[config.mk]
export PLATFORM = sky130hd
export DESIGN_NAME = uart_rx
export DESIGN_NICKNAME = d
export VERILOG_FILES = /design/src/rtl/uart_rx.sv
export SDC_FILE = /design/constraint.sdc
export NUM_CORES = 1
export LEC_CHECK = 0
export BUFFER_PORTS_ARGS = -buffer_cell sky130_fd_sc_hd__buf_2
export CORE_UTILIZATION = 40
export CTS_BUF_LIST = sky130_fd_sc_hd__clkbuf_4 sky130_fd_sc_hd__clkbuf_8
export DETAILED_ROUTE_END_ITERATION = 16
export PLACE_DENSITY = 0.64
export SETUP_SLACK_MARGIN = 0.1
export SLEW_MARGIN = 20
export SYNTH_ARGS = -nofsm -noshare
export SYNTH_HDL_FRONTEND = slang
export SYNTH_SLANG_ARGS = --single-unit
[constraint.sdc]
create_clock -name clk -period 1.5 [get_ports clk]
set_input_delay 0.375 -clock clk [delete_from_list [all_inputs] [get_ports clk]]
set_output_delay 0.375 -clock clk [all_outputs]
set_load 0.02 [all_outputs]
[src/rtl/uart_rx.sv]
// UART receiver: 16x oversampled 8N1 frame reception with a multi-flop rx synchronizer.
// Samples at bit mid-points and flags a low stop bit as a framing error.
module uart_rx #(
    parameter int SYNC_STAGES = 2
) (
    input  logic       clk,
    input  logic       rst,
    input  logic       b_tick,
    input  logic       rx,
    output logic [7:0] rx_data,
    output logic       rx_done,
    output logic       frame_err,
    output logic       rx_busy,
    output logic [1:0] fsm_state
);

    typedef enum logic [1:0] {
        IDLE  = 2'd0,
        START = 2'd1,
        DATA  = 2'd2,
        STOP  = 2'd3
    } state_t;

    state_t                 state;
    logic [SYNC_STAGES-1:0] sync_q;
    logic                   rx_s;
    logic [7:0]             shreg;
    logic [3:0]             b_cnt;
    logic [2:0]             bit_cnt;

    // Idle-high reset value keeps a reset release from looking like a start bit.
    always_ff @(posedge clk) begin
        if (!rst) begin
            sync_q <= '1;
        end else begin
            sync_q <= {sync_q[SYNC_STAGES-2:0], rx};
        end
    end

    assign rx_s      = sync_q[SYNC_STAGES-1];
    assign fsm_state = state;

    always_ff @(posedge clk) begin
        if (!rst) begin
            state     <= IDLE;
            b_cnt     <= 4'd0;
            bit_cnt   <= 3'd0;
            shreg     <= 8'h00;
            rx_data   <= 8'h00;
            rx_done   <= 1'b0;
            frame_err <= 1'b0;
            rx_busy   <= 1'b0;
        end else begin
            rx_done   <= 1'b0;
            frame_err <= 1'b0;
            case (state)
                IDLE: begin
                    if (!rx_s) begin
                        b_cnt   <= 4'd0;
                        rx_busy <= 1'b1;
                        state   <= START;
                    end
                end
                START: begin
                    if (b_tick) begin
                        if (b_cnt == 4'd7) begin
                            // Line back high at the mid-point means a glitch, not a start bit.
                            if (!rx_s) begin
                                b_cnt   <= 4'd0;
                                bit_cnt <= 3'd0;
                                state   <= DATA;
                            end else begin
                                rx_busy <= 1'b0;
                                state   <= IDLE;
                            end
                        end else begin
                            b_cnt <= b_cnt + 4'd1;
                        end
                    end
                end
                DATA: begin
                    if (b_tick) begin
                        if (b_cnt == 4'd15) begin
                            shreg <= {rx_s, shreg[7:1]};
                            b_cnt <= 4'd0;
                            if (bit_cnt == 3'd7) begin
                                state <= STOP;
                            end else begin
                                bit_cnt <= bit_cnt + 3'd1;
                            end
                        end else begin
                            b_cnt <= b_cnt + 4'd1;
                        end
                    end
                end
                STOP: begin
                    if (b_tick) begin
                        if (b_cnt == 4'd15) begin
                            // Leave at the stop mid-point so a directly following start bit is caught.
                            rx_data   <= shreg;
                            rx_done   <= 1'b1;
                            frame_err <= ~rx_s;
                            rx_busy   <= 1'b0;
                            state     <= IDLE;
                        end else begin
                            b_cnt <= b_cnt + 4'd1;
                        end
                    end
                end
                default: begin
                    rx_busy <= 1'b0;
                    state   <= IDLE;
                end
            endcase
        end
    end

endmodule
==> metrics.cfg <==
[status]
run_status=complete, but fails checks
violations=negative setup slack

[setup_path]
cp_data_required_time_ns=1.75
path_class=reg2reg
worst_path_dominant_cell_family=compound AO/OA/AOI/OAI gates
critPathMaxStageDelay_ns=0.38
critical_path_buf_inv_count=0
timing.critical_path.to_type=flop
arrival_time_at_the_worst_endpoint_ns=1.76
path_cells=ha_4 -> nand4_4 -> o32a_1 -> a31oi_4 -> mux2i_1
worstSetupStartpointType=flop
cp_max_fo=4
slowest_stage=sky130_fd_sc_hd__o32a_1

[synthesis]
synth_enable_flop_cells=0
ys_warn_count=0
yosysMostFrequentCell=sky130_fd_sc_hd__dfxtp_1
synthCells=139
netlist_top_cells_count=sky130_fd_sc_hd__dfxtp_1 (30), sky130_fd_sc_hd__nor2_1 (21), sky130_fd_sc_hd__mux2i_1 (19)
yosys.area.top_type=sky130_fd_sc_hd__dfxtp_1
synth-async-reset-ratio=0
mappedNetlistArea_um2=1310
yosys.cell_types.count=35
synth-seq-area-share=0.458
synth_top_area_frac=0.458
synth-seq-cells=30
netlist_top_cells_area=sky130_fd_sc_hd__dfxtp_1 (46%), sky130_fd_sc_hd__mux2i_1 (15%), sky130_fd_sc_hd__nor2_1 (6.0%), sky130_fd_sc_hd__ha_1 (2.9%), sky130_fd_sc_hd__nand2_1 (2.6%)
syn_nets=146
postSynth.topFlopCell=sky130_fd_sc_hd__dfxtp_1
synth.avg_cell_area_um2=9.42

[place]
place_congestion=0.862
portBuffers=16
pre_cts_setup_slack_ns=-0.0456
place.detailed.hpwl_um=2010

[floorplan]
core_area_um2=3080
start_util=0.426
x_dimension_of_the_die_um=59.2
die_h_um=59.2
rows=20
die-area_um2=3510
ios=17

[cts]
hold_buffers=0
cts_tree=built
cts-root-to-sink-buffers=2
h-tree-depth=2
cts.reportedPaths.clkPinSlew_ns=0.09
cts_sinks=30
worstSkewPairLatency_ns=0.32
numCtsBuffers=5
cts_root_buffer=sky130_fd_sc_hd__clkbuf_4

[power]
power_frac_seq=0.522
peakVddDrop_mv=0.468
pwr_per_cell_area_nw_per_um2=883
power.share.clock=0.423
power.share.combinational=0.055
p_sw_mw=0.323
cellInternalPower_mw=1.22
p_leak_nw=0.649
p_sw_frac=0.209

[sta]
hold_violations=0
slew_headroom=0.801
final_cycle_utilization_of_the_critical_path=1.00
fmaxAchievable_mhz=664
slew_viol_final=0
unrepaired_setup_endpoints_after_global_routing=yes
finalSetupViolations=2
layout_setup_ws_ns=-0.00623
transition_time_of_the_tightest_slew_check_pin_ns=0.298
setup_skew_after_layout_ns=0.00637
timing.final.crit_period_ns=1.51

[cells_and_area]
layout.nets=180
diodes=0
multiInputGateArea_um2=728
drive_above_1_share=0.353
layout.area.seq_um2=618
layout.core_utilization=0.568
areaGrowthSynthToFinish_pct=33.5
num-fill-cells=286

[global_routing]
gr-usage-all-layers=0.187
grt_pass1_wl_um=4730
initial_antenna_violation_count=0
first_global_vias=1039
overflow=0
pin_count_of_the_biggest_net_entering_global_routing=17

[drt]
detail-route-antenna-nets=0
first_pass_iters=4
routed_wire_length_per_instance_um=13.3
average_vias_per_placed_instance=5.10
dr_total_vias=1106
wl_um=2890
drc=0
dr_iter_0_viols=39

[min_path]
hp-class=in2reg

[flow_run]
cap_violations=0

[stage by stage]
step / area, µm² / TNS, ns / power (mW) / instances / hold WS, ns
2_1_floorplan: 1350 / 0 / 0.872 / 139 / 0.386
3_3_place_gp: 1560 / 0 / 0.903 / 205 / 0.393
3_5_place_dp: 1560 / -0.116 / 0.906 / 205 / 0.394
4_1_cts: 1720 / -0.0572 / 1.56 / 216 / 0.222
5_1_grt: 1750 / -0.128 / 1.61 / 217 / 0.216
6_report: 1750 / -0.0118 / 1.54 / 217 / 0.230
[kinds of logic after synthesis]
| family | after synthesis | synth area share |
|---|---|---|
| AOI/OAI and AO/OA | 23 | 0.129 |
| xor gates and xnor gates | 2 | 0.0134 |
| adders and majority gates | 3 | 0.0287 |
| buffers and inverters | 12 | 0.0401 |
| DFF | 30 | 0.458 |
| muxes | 19 | 0.145 |
| and+or+nand+nor | 50 | 0.185 |
[power groups by stage]
stage          combinational [mW]  clock [mW]  sequential [mW]
2_1_floorplan              0.0436           0            0.829
3_3_place_gp               0.0763           0            0.827
3_5_place_dp               0.0785           0            0.827
4_1_cts                    0.0808       0.674            0.807
5_1_grt                    0.0928       0.706            0.807
6_report                   0.0851       0.653            0.805
[area by class of cell]
| type | instances | share of cell area |
|---|---|---|
| repair buffers | 35 | 0.144 |
| clock buffers | 6 | 0.0293 |
| multi-input cells | 97 | 0.416 |
| clock inverters | 1 | 0.0172 |
| well taps | 44 | 0.0315 |
| inverters | 4 | 0.00858 |
| flip-flops and latches | 30 | 0.353 |
[worst register-to-register path: stages (launching register included)]
cell and delay [ns]:
sky130_fd_sc_hd__dfxtp_4 0.37, sky130_fd_sc_hd__ha_4 0.16, sky130_fd_sc_hd__nand4_4 0.08, sky130_fd_sc_hd__o32a_1 0.38, sky130_fd_sc_hd__a31oi_4 0.22, sky130_fd_sc_hd__mux2i_1 0.21
[registers in the layout, indices dropped and copies added (netlist names), named ones only]
signal     flops
bit_cnt        3
sync_q         2
rx_done        1
frame_err      1
shreg          8
b_cnt          4
rx_busy        1
fsm_state      1
rx_data        8
[cell usage in the layout, fill, tap and decap left out, types with 2 or more instances in the layout]
| cell | synthesis | layout |
|---|---|---|
| sky130_fd_sc_hd__a21oi_1 | 5 | 5 |
| sky130_fd_sc_hd__a31oi_4 | 1 | 2 |
| sky130_fd_sc_hd__buf_12 | 0 | 2 |
| sky130_fd_sc_hd__buf_2 | 2 | 16 |
| sky130_fd_sc_hd__buf_4 | 1 | 16 |
| sky130_fd_sc_hd__clkbuf_4 | 0 | 5 |
| sky130_fd_sc_hd__dfxtp_1 | 30 | 22 |
| sky130_fd_sc_hd__dfxtp_2 | 0 | 5 |
| sky130_fd_sc_hd__dfxtp_4 | 0 | 3 |
| sky130_fd_sc_hd__ha_4 | 0 | 3 |
| sky130_fd_sc_hd__inv_1 | 4 | 4 |
| sky130_fd_sc_hd__mux2i_1 | 19 | 19 |
| sky130_fd_sc_hd__nand2_1 | 9 | 9 |
| sky130_fd_sc_hd__nand2b_1 | 4 | 4 |
| sky130_fd_sc_hd__nand3_1 | 4 | 4 |
| sky130_fd_sc_hd__nand4_1 | 2 | 2 |
| sky130_fd_sc_hd__nor2_1 | 21 | 21 |
| sky130_fd_sc_hd__nor2_4 | 1 | 2 |
| sky130_fd_sc_hd__nor3_1 | 3 | 3 |
| sky130_fd_sc_hd__o21ai_0 | 5 | 4 |
| sky130_fd_sc_hd__o221a_2 | 2 | 2 |
| sky130_fd_sc_hd__xnor2_1 | 2 | 2 |
[final timing paths]
check / startpoint / end / slack, ns / depth (start not counted)
worst max-delay path: b_cnt[0] / bit_cnt[0] / -0.006 / 5
worst min-delay path: rx / sync_q[0] / 0.23 / 2
worst max register to register: b_cnt[0] / bit_cnt[0] / -0.006 / 5
worst min register to register: sync_q[0] / sync_q[1] / 0.41 / 1
[layer usage]
layer,GRT usage,wire length [µm]
met1,0.217,1280
met2,0.308,1450
met3,0.0611,95
met4,0.0918,67
met5,0,0
[timing repair]
action | 4_1_cts | 5_1_grt
pin swaps | 2 | 8
endpoints found under the setup margin | 19 | 22
setup buffers | 4 | 1
resized for setup | 8 | 7
No activity file was read; power rests on OpenSTA's default activity.
